[src/rtl/mult_pkg.sv]
// rtl/mult_pkg.sv - shared state enum and sizing constants for the iterative multiplier
package mult_pkg;

  typedef enum logic [1:0] {
    IDLE,
    RUN,
    DONE
  } state_t;

  localparam int ITERS   = 8;
  localparam int DIGIT_W = 4;
  localparam int ACC_W   = 37;
  localparam int P_W     = 69;
  localparam int CNT_W   = $clog2(ITERS);

endpackage

[src/rtl/mult_pp_gen.sv]
// rtl/mult_pp_gen.sv - radix-16 partial product: digit x multiplicand, 37-bit two's complement
module mult_pp_gen
  import mult_pkg::*;
(
  input  logic [DIGIT_W-1:0] digit,
  input  logic [31:0]        mcand,
  input  logic               sign_digit,
  input  logic               signed_mcand,
  output logic [ACC_W-1:0]   pp
);

  logic [ACC_W-1:0] dx;
  logic [ACC_W-1:0] mx;

  // Both operands extended to full width, so the low ACC_W bits of the
  // product are the correct signed/unsigned result.
  assign dx = {{(ACC_W-DIGIT_W){sign_digit & digit[DIGIT_W-1]}}, digit};
  assign mx = {{(ACC_W-32){signed_mcand & mcand[31]}}, mcand};
  assign pp = dx * mx;

endmodule

[src/rtl/mult_iter.sv]
// rtl/mult_iter.sv - iterative 32x32 radix-16 multiplier, 8 compute cycles per product
// Optional MULT_UNSIGNED_EN adds the uns port (multu semantics when uns=1).
module mult_iter
  import mult_pkg::*;
(
  input  logic        clk,
  input  logic        rst_n,
  input  logic        start,
  input  logic [31:0] a,
  input  logic [31:0] b,
`ifdef MULT_UNSIGNED_EN
  input  logic        uns,
`endif
  output logic        busy,
  output logic        done,
  output logic [31:0] hi,
  output logic [31:0] lo
);

  state_t             state;
  logic [31:0]        mcand;
  logic [P_W-1:0]     p;
  logic [CNT_W-1:0]   cnt;
  logic [ACC_W-1:0]   pp;
  logic [P_W-DIGIT_W-1:0] sum;
  logic [P_W-1:0]     p_next;
  logic               last;
  logic               accept;
  logic               sign_digit;
  logic               signed_mcand;

  assign last   = (cnt == CNT_W'(ITERS-1));
  assign accept = start && (state != RUN);

`ifdef MULT_UNSIGNED_EN
  logic uns_q;
  assign signed_mcand = !uns_q;
  assign sign_digit   = last && !uns_q;
`else
  assign signed_mcand = 1'b1;
  assign sign_digit   = last;
`endif

  mult_pp_gen u_pp_gen (
    .digit        (p[DIGIT_W-1:0]),
    .mcand        (mcand),
    .sign_digit   (sign_digit),
    .signed_mcand (signed_mcand),
    .pp           (pp)
  );

  // The low digit is discarded by the shift and pp never reaches it,
  // so the add is done directly on the bits that survive.
  assign sum    = p[P_W-1:DIGIT_W] + {pp, {(32-DIGIT_W){1'b0}}};
  assign p_next = {{DIGIT_W{sum[P_W-DIGIT_W-1]}}, sum};

  always_ff @(posedge clk or negedge rst_n) begin
    if (!rst_n) begin
      state <= IDLE;
      mcand <= '0;
      p     <= '0;
      cnt   <= '0;
      busy  <= 1'b0;
      done  <= 1'b0;
      hi    <= '0;
      lo    <= '0;
`ifdef MULT_UNSIGNED_EN
      uns_q <= 1'b0;
`endif
    end else begin
      done <= 1'b0;
      if (accept) begin
        mcand <= a;
        p     <= {{ACC_W{1'b0}}, b};
        cnt   <= '0;
        busy  <= 1'b1;
        state <= RUN;
`ifdef MULT_UNSIGNED_EN
        uns_q <= uns;
`endif
      end else if (state == RUN) begin
        p   <= p_next;
        cnt <= cnt + CNT_W'(1);
        if (last) begin
          hi    <= p_next[63:32];
          lo    <= p_next[31:0];
          busy  <= 1'b0;
          done  <= 1'b1;
          state <= DONE;
        end
      end else begin
        state <= IDLE;
      end
    end
  end

endmodule

[config.mk]
export PLATFORM = sky130hd
export DESIGN_NAME = mult_iter
export DESIGN_NICKNAME = d
export VERILOG_FILES = /design/src/rtl/mult_pkg.sv /design/src/rtl/mult_pp_gen.sv /design/src/rtl/mult_iter.sv
export SDC_FILE = /design/constraint.sdc
export NUM_CORES = 1
export LEC_CHECK = 0
export ABC_CLOCK_PERIOD_IN_PS = 7200
export CORE_MARGIN = 2
export CORE_UTILIZATION = 30
export CTS_CLUSTER_DIAMETER = 120
export DETAILED_ROUTE_END_ITERATION = 7
export GPL_TIMING_DRIVEN = 0
export SLEW_MARGIN = 20
export SYNTH_ARGS = -nofsm -noshare
export SYNTH_HDL_FRONTEND = slang
export SYNTH_HIERARCHICAL = 1
export SYNTH_SLANG_ARGS = --single-unit
[constraint.sdc]
create_clock -name clk -period 7.2 [get_ports clk]
set_clock_uncertainty 0.15 [all_clocks]
set_input_delay 1.08 -clock clk [delete_from_list [all_inputs] [get_ports clk]]
set_output_delay 1.08 -clock clk [all_outputs]
set_load 0.005 [all_outputs]
Word level (Yosys, flattened, before mapping)
Index checks and enable logic that the tools add are counted.

Register bits after elaboration: 172. Bits of input ports: 67. Output and inout port bits: 66. Logic and storage cells: 35.

Equal/unequal tests: 4. Multiplexer cells: 13. Bitwise operators: 2. $mul: 1. Reduce and logical (&&, ||, !) cells: 5. $add $sub $neg: 2.

Operators with widths (number): two-way mux 69 bit (2); adder 65 bit (1); multiplier 5 x 32 -> 37 bit (1); two-way mux 1 bit (6); two-way mux 2 bit (3); two-way mux 3 bit (2); nonzero test 2 bit (2); adder 3 x 1 -> 3 bit, second input constant (1); equality test 3 bit, second input constant (1); != test 3 x 2 -> 1 bit, second input constant (1); AND reduction 3 bit (1); equality test 2 x 1 -> 1 bit, second input constant (1); != test 2 x 1 -> 1 bit, second input constant (1); AND reduction 2 bit (1); bitwise AND 1 bit (1); logical AND 1 bit (1); NOT 1 bit (1).

Depth between registers and ports, before layout
Gate-level depths: netlist (run 1).

Depth in word-level cells: 6. Gate-level depth with buffers: 28. Gate-level depth less buffers: 26.

Modules after synthesis
The synthesis (run 1) kept the hierarchy.

By module, submodules not included: mult_iter (times used 1, area each 8948.6 µm², cells an instance 934, seq. area each 4204.0 µm²); mult_pp_gen (times used 1, area each 6070.8 µm², cells an instance 776, seq. area each 0.0 µm²).

Worst setup path before layout (run 1)
Ideal clock, no wire load.

Path type: register to register. Start: reg cnt[0]. End: reg p[56]. Stages on the path, launching flop included: 28. Library setup time: 0.131 ns. Required time: 6.919 ns. Slack: 0.547 ns. Data arrival time: 6.372 ns. Period minus slack after synthesis: 6.653 ns. Buffers on the path: 2. Path through: dfrtp_1 > ha_1 > ha_1 > nand2_1 > buf_1 > nor2_1 > fa_1 > inv_1 > fa_1 > inv_1 > fa_1 > ha_1 > a21o_1 > a31oi_2 > a21oi_2 > a221o_2 > a221o_1 > a31oi_1 > xnor2_1 > ha_1 > buf_2 > a21o_1 > a31oi_4 > a21boi_1 > o21ai_1 > a221oi_2 > xor2_1 > o21ai_1.

Longest elaborated chain between the ends: 6.

Ends and longest elaborated chain: start: declaration (line mult_iter.sv:23) `logic [CNT_W-1:0] cnt;`; start signal: assignment (line mult_iter.sv:83) `cnt <= cnt + CNT_W'(1);`; equality test 3 bit (line mult_iter.sv:32) `assign last = (cnt == CNT_W'(ITERS-1));`; net last (line mult_iter.sv:27) `logic last;`; bitwise AND 1 bit (line mult_pp_gen.sv:17) `assign dx = {{(ACC_W-DIGIT_W){sign_digit & digit[DIGIT_W-1]}}, digit};`; multiplier 5 x 32 -> 37 bit (line mult_pp_gen.sv:19) `assign pp = dx * mx;`; net pp[21] (line mult_iter.sv:24) `logic [ACC_W-1:0] pp;`; adder 65 bit (line mult_iter.sv:54) `assign sum = p[P_W-1:DIGIT_W] + {pp, {(32-DIGIT_W){1'b0}}};`; two-way mux 69 bit (line mult_iter.sv:81) `end else if (state == RUN) begin`; two-way mux 69 bit (line mult_iter.sv:72) `if (accept) begin`; end signal: assignment (line mult_iter.sv:74) `p <= {{ACC_W{1'b0}}, b};`; end signal: assignment (line mult_iter.sv:82) `p <= p_next;`; end: declaration (line mult_iter.sv:22) `logic [P_W-1:0] p;`.

The timed path passes the listed nets, and every way through them passes these cells. The select of a mux whose other input is x is not followed. A chain may end at the register's enable or synchronous reset.

Final worst setup path (run 1)
Start: reg cnt[0]. End: reg p[62].

Same word-level chain as after synthesis.

==> results.txt, run 1 <==
The run finished with clean final reports. The mean instance size in the synthesized netlist came out at approximately 9 um2. In this run the critical register-to-register path is captured at p[62]$_DFFE_PN0P_. After synthesis, the most frequently instantiated cells are nand2_1 (232), inv_1 (200), dfrtp_1 (168), and2_1 (128), ha_1 (107). The row count came out at 81. The total count of hold-check failures in the final report was 0. By area the synthesized netlist is led by dfrtp_1 (28%), fa_1 (13%), ha_1 (8.9%), nand2_1 (5.8%), and2_1 (5.3%). The startpoint identified for the worst hold timing path is lo[18]$_DFFE_PN0P_. The number of nets at the end of the flow is around 2100. STA classifies the critical path endpoint as a flip-flop.

The end point of the most critical hold path is lo[18]$_DFFE_PN0P_. The required time reported for the critical path endpoint came out at 7.45 ns. The reg-to-reg setup timing slack is about 0.17 ns. The overall routed net length came out at ~44 mm. The tightest slew margin relative to the limit is 0.487. The most numerous cell type found on the critical path is fa_1. The via count of the first global-routing pass is approximately 13000. After detailed routing, the average wire length per cell comes to roughly 17 um. The critical path is of the flip-flop to flip-flop type. Among all stages on the critical path, the largest delay is contributed by fa_1. In the finished design, the share of the clock period the worst path needs comes to 0.977. After global routing the overflow that remains totals 0. The worst hold path was traced through 2 stages. The endpoint arrival time on the critical path is 7.28 ns.

The number of pins exceeding their max-slew limit in the final report is 0. The per-cell via count in the routed design came out at ~4.9. The category of the worst setup path launch point is a flip-flop. The starting utilization of the core area came out at 0.306. For the pin with the worst max-slew slack, the measured transition is between 0.7 and 0.8 ns.

The initial antenna violation count is 1. The number of buffers between clock root and the deepest sink is 2. The worst register-to-register path has a depth of 27. The number of inserted filler cells in the final layout came out at 4991.

The tightest min-delay check is of the flip-flop to flip-flop type. The largest incremental delay on the critical path came out at 0.51 ns. The startpoint identified for the worst register-to-register timing path is cnt[0]$_DFFE_PN0P_. For the finished layout, the period the worst path requires is 7.03 ns.

The count of antenna-violating nets left after detailed routing is 0. The die height is between 200 and 250 um. After detailed routing, the number of remaining DRC violations is 0. Counting flops and latches in the post-synthesis netlist gives between 150 and 200. The setup total negative slack is 0 ns. The floorplan die width is 228 um. The H-tree generated during clock tree synthesis spans 4 levels. The post-DP HPWL came out at about 35 mm.

The total of max-cap violations came out at 0. The wire length of the first global-routing pass is between 70 and 80 mm. The largest net degree at the start of global routing is 89. The count of input and output buffers is 131. The number of distinct library cells after synthesis is 82. TritonCTS built the clock tree. At the end of routability-driven placement, the weighted congestion stood at between 0.8 and 0.9. The first-iteration detailed-routing DRC count is about 750. During synthesis, Yosys emitted a total of 6 warnings. Setup violations remaining at the end of the flow were counted as 0. The pre-antenna-repair detailed-routing pass consisted of 5 iterations.

Synthesis produced roughly 1700 cells. The layout cell share with drive strength beyond 1 is 0.0879. The most frequent cell after synthesis is nand2_1. Of the post-synthesis cell area, the dominant cell type holds 0.280. The proportion of synthesized chip area in sequential cells is 0.280. For this run, the total global-route usage over all layers was measured as 0.170. The total clock buffers created by CTS came out at 17.

Yosys mapped a number of flops with a built-in enable equal to 0. The biggest area contributor in the post-synthesis netlist is dfrtp_1. The clock net sink count came out at 168. The boundary pin count is around 130. Across all layers, the routed design uses roughly 13000 vias. Based on the critical path, the design can be clocked at up to ~0.14 GHz. The root buffer cell chosen for the clock tree is clkbuf_16. The clock-pin slew on the worst setup and hold paths is about 0.080 ns. Of all nets on the critical path, the largest fanout is 10. The total area inside the core boundary comes to 49200 um2.

In the synthesized netlist the dominant register cell turns out to be dfrtp_1. The die outline area came out at 51900 um2. The netlist area before placement is between 15000 and 20000 um2. After synthesis, the share of flip-flops with an asynchronous set or reset is 1.00.

For the worst-skew pair, the clock arrives at the later sink with an insertion delay of around 0.47 ns. The smallest hold slack is about 0.33 ns. The area overhead of the layout relative to synthesis is 21.5%.
-- cells in the final DEF, fill, tap and decap left out, drive strengths merged, types with 28 or more instances in the layout --
cell type	synthesis	layout
fa	100	100
nor2	88	88
inv	200	208
mux2i	35	35
clkdlybuf4s50	0	130
mux2	32	32
nand4	28	28
ha	107	107
buf	21	37
xnor2	33	33
dfrtp	168	168
o21ai	118	118
a21oi	79	79
and2	128	128
clkbuf	60	74
nand3b	32	32
nand2	232	232
-- critical path, delay by kind of cell, from the launching register on --
family	cells	cell delay, ns
compound gates	9	2.16
flops	1	0.41
buf+inv	4	0.44
xor+xnor	1	0.11
fa+ha+maj	7	2.53
simple gates	6	1.14
-- through the flow --
step | setup slack (ns) | util | cells | instance area, um2
final | 0.167 | 0.371 | 2555 | 18300
after CTS | 0.0228 | 0.365 | 2544 | 18000
after global placement | -2.33 | 0.349 | 2508 | 17200
after global routing | -0.0480 | 0.371 | 2553 | 18200
after floorplan | 0.547 | - | 1713 | 15000
after detailed placement | -0.980 | 0.350 | 2509 | 17200
-- repair_timing --
action                                  in CTS  in global routing
endpoints found under the setup margin      35                 28
gates cloned                                 0                  0
hold buffers                                 0                  0
pin swaps                                    6                 10
gates resized for setup                     28                 51
buffers inserted                             4                  9
-- area by class of cell --
cell class	count	area [um2]	share of cell area
well taps	664	831	0.0455
inverters	201	754	0.0413
multi-input cells	1263	10000	0.549
clock inverters	15	200	0.0110
flip-flops and latches	168	4210	0.230
repair buffers	145	1450	0.0792
plain buffers	79	360	0.0197
clock buffers	17	425	0.0233
diodes	3	7.51	0.000411
-- sequential cells by signal (all words and copies together) (netlist names) --
register	cells
busy	1
cnt	3
hi	32
done	1
p	65
state	2
lo	32
mcand	32
-- cells by family after synthesis --
logic type	after synthesis	share of synthesized area
buf+inv	282	0.0716
compound gates	320	0.137
mux	67	0.0473
other cells	1	0.000250
xor+xnor	60	0.0355
simple gates	605	0.206
flops	168	0.280
fa+ha+maj	207	0.222
-- worst max path at each step --
stage,startpoint,end,slack (ns),depth (start not counted)
2_1_floorplan,cnt[0]$_DFFE_PN0P_,p[56]$_DFFE_PN0P_,0.55,27
5_1_grt,cnt[0]$_DFFE_PN0P_,p[67]$_DFFE_PN0P_,-0.05,27
4_1_cts,cnt[0]$_DFFE_PN0P_,p[60]$_DFFE_PN0P_,0.02,28
6_report,cnt[0]$_DFFE_PN0P_,p[62]$_DFFE_PN0P_,0.17,27
3_5_place_dp,cnt[0]$_DFFE_PN0P_,p[56]$_DFFE_PN0P_,-0.98,27
3_3_place_gp,rst_n,mcand[7]$_DFFE_PN0P_,-2.33,1
-- metal layers --
layer / share of wire / GRT usage / wire length, um / vias to the layer above
li1: - / - / - / 6032
met1: 0.43 / 0.213 / 18900 / 6228
met2: 0.50 / 0.288 / 21800 / 242
met3: 0.037 / 0.0283 / 1600 / 63
met4: 0.033 / 0.0701 / 1440 / 0
met5: 0 / 0 / 0 / -
Power of run 1 is not shown: default switching activity piles up to over one toggle a cycle in this logic, so the estimate is an artifact.
==> run 2: changes to the inputs <==
--- a/config.mk
+++ b/config.mk
@@ -11,7 +11,6 @@
 export CTS_CLUSTER_DIAMETER = 120
 export DETAILED_ROUTE_END_ITERATION = 7
 export GPL_TIMING_DRIVEN = 0
-export SLEW_MARGIN = 20
 export SYNTH_ARGS = -nofsm -noshare
 export SYNTH_HDL_FRONTEND = slang
 export SYNTH_HIERARCHICAL = 1
==> run 2 against run 1 <==
Critical endpoint unchanged. Critical path depth is 1 higher. Die area stayed put. Global-route usage is 0.12 points lower. Sequential cell count stayed put. Clock-buffer cell count is 1 higher.
==> results.txt, run 2 (synthesis gave the netlist of run 1 again) <==
The most frequent standard cell in the layout excluding fill and tap cells is nand2_1. The number of flip-flops under the largest register name came out at between 60 and 70. The maximum fanout along the worst path came out at 10.

Ranked by flip-flop count, first place goes to p. From bottom edge to top edge, the die measures about 230 um. The floorplan die width is around 230 um. The worst setup path is of the flip-flop to flip-flop kind. The setup total negative slack is 0 ns. The boundary pin count came out at 133.

The H-tree depth came out at 4. The number of pins exceeding their max-slew limit in the final report was 0. At the worst endpoint, the required time is 7.45 ns. The clock-pin slew on the worst setup and hold paths is ~0.080 ns. In this run the standard cell core region covers ~49000 um2. The starting utilization of the core area came out at 0.306. Across the run, the number of max-cap violations was 0. The instance count after placement with tap cells included is 2509. The via count of the routed design came out at approximately 13000. TritonCTS created 17 clock buffers. Counting stages on the worst path, the most repeated cell is fa_1.

At the pin with the least slew margin, the transition time is a little under 0.8 ns. The class of the tightest hold or removal check is flip-flop to flip-flop. The row count came out at between 80 and 90. The initial antenna violation count came out at 1. The count of input and output buffers is 131. For this run, design rule violations remaining after detail routing come to 0. The TritonCTS clock tree is built. The number of non-filler instances in the completed layout is between 2000 and 3000. The number of buffers between clock root and the deepest sink is 2.

The total grt overflow is 0. The first global-routing pass estimated around 70 mm of wire. In the final design database the tool counted roughly 2100 nets. The count of nets left with antenna violations once routing finished came out at 0. Data on the critical path arrives at its endpoint at ~7.3 ns. The overall routed net length came out at about 44 mm. The global placer's final weighted congestion came out at between 0.8 and 0.9.

The flow ran to the end, and the final reports show no timing, DRC or antenna violations. The via count of the first global-routing pass is 12900. The top achievable clock speed is 0.143 GHz. Relative to the synthesized area, the layout overhead comes to 21.0%. After filler insertion, the fill cell instance count of the layout stands at approximately 5000.

The worst setup path is launched from a flip-flop. The post-route fraction of the period consumed by the critical path came out at 0.974. The clock root buffer is clkbuf_16. The clock net in this run drives a total of between 150 and 200 sinks. The final core area utilization is 0.370. The die outline area is 51900 um2.

In the layout the commonest cells are nand2_1 (230), inv_1 (200), dfrtp_1 (167). The total count of hold-check failures in the final report is 0. The average wire per cell in the routed design came out at between 15 and 20 um. In this run, the number of DRC markers left after iteration 0 of detailed routing was 760.

The latest clock arrival within the worst-skew pair is between 0.4 and 0.5 ns. The per-cell via count in the routed design came out at a little under 5. Once detailed placement completed, the half-perimeter wirelength came to roughly 35 mm. In this design, the stage delay of the slowest critical-path cell is 0.52 ns. The detailed-router iteration count before antenna repair came out at 5.

Entering global routing, the biggest net connects about 110 pins. The worst setup path is captured at a flip-flop. After clock tree synthesis, the flow added hold-fix buffers numbering 0. The minimum clock period after layout is roughly 7.0 ns. Measured against its own limit, the worst slew margin works out to 0.486.

The cell at the slowest stage of the critical path is fa_1. The global router's overall resource usage came out at 0.168. The layout cell share with drive strength beyond 1 came out at 0.0849. Setup violations remaining at the end of the flow were counted as 0.
run 2: cell count changes in the layout (fill, tap and decap cells not counted), sizes merged:
cell      before  now
bufinv         1    0
clkbuf        74   76
clkinv         5    6
clkinvlp       2    1
buf           37   33
diode          3    2
run 2: layer usage:
layer,share of wire,track usage,up-vias
met4,0.029,0.0600,0
met5,0,0,-
met1,0.43,0.212,6282
met3,0.035,0.0277,54
met2,0.50,0.291,236
li1,-,-,6015
run 2: through the flow:
stage          worst slack (ns)  instance area, um2  hold slack, ns
2_1_floorplan             0.547               15000           0.310
3_3_place_gp              -2.33               17200           0.311
3_5_place_dp             -0.952               17200           0.312
4_1_cts                 0.00321               18000           0.331
5_1_grt                 -0.0436               18200           0.364
6_report                  0.188               18200           0.330
run 2: worst paths after layout:
kind	to	cells past startpoint	from	slack [ns]
max	p[62]$_DFFE_PN0P_	28	cnt[0]$_DFFE_PN0P_	0.19
min	hi[15]$_DFFE_PN0P_	2	hi[15]$_DFFE_PN0P_	0.33
max reg2reg	p[62]$_DFFE_PN0P_	28	cnt[0]$_DFFE_PN0P_	0.19
min reg2reg	hi[15]$_DFFE_PN0P_	2	hi[15]$_DFFE_PN0P_	0.33
max in group asynchronous	mcand[1]$_DFFE_PN0P_	2	rst_n	5.60
min in group asynchronous	lo[12]$_DFFE_PN0P_	1	rst_n	0.36
run 2: layout make-up:
| cell class | instances | area [um2] | area share |
|---|---|---|---|
| multi-input combinational | 1263 | 9990 | 0.549 |
| sequential | 168 | 4210 | 0.231 |
| timing repair buffer | 142 | 1420 | 0.0783 |
| tap | 664 | 831 | 0.0457 |
| inverter | 201 | 754 | 0.0415 |
| clock buffer | 18 | 439 | 0.0242 |
| buffer | 79 | 360 | 0.0198 |
| clock inverter | 14 | 171 | 0.00943 |
| antenna | 2 | 5.00 | 0.000275 |
run 2: worst max-delay path: cells and delay by family (launching register included):
| family | cells | cell delay, ns |
|---|---|---|
| AOI/OAI and AO/OA | 9 | 2.11 |
| DFF | 1 | 0.41 |
| and+or+nand+nor | 6 | 1.01 |
| buffers and inverters | 5 | 0.60 |
| adders and majority gates | 7 | 2.54 |
| xor gates and xnor gates | 1 | 0.11 |
run 2: repair_timing:
action,4_1_cts,5_1_grt
pin swaps,6,10
setup buffers,5,5
gates resized for setup,27,47
hold endpoints to repair,0,0
endpoints found under the setup margin,35,25
Power of run 2 is left out for the same reason.
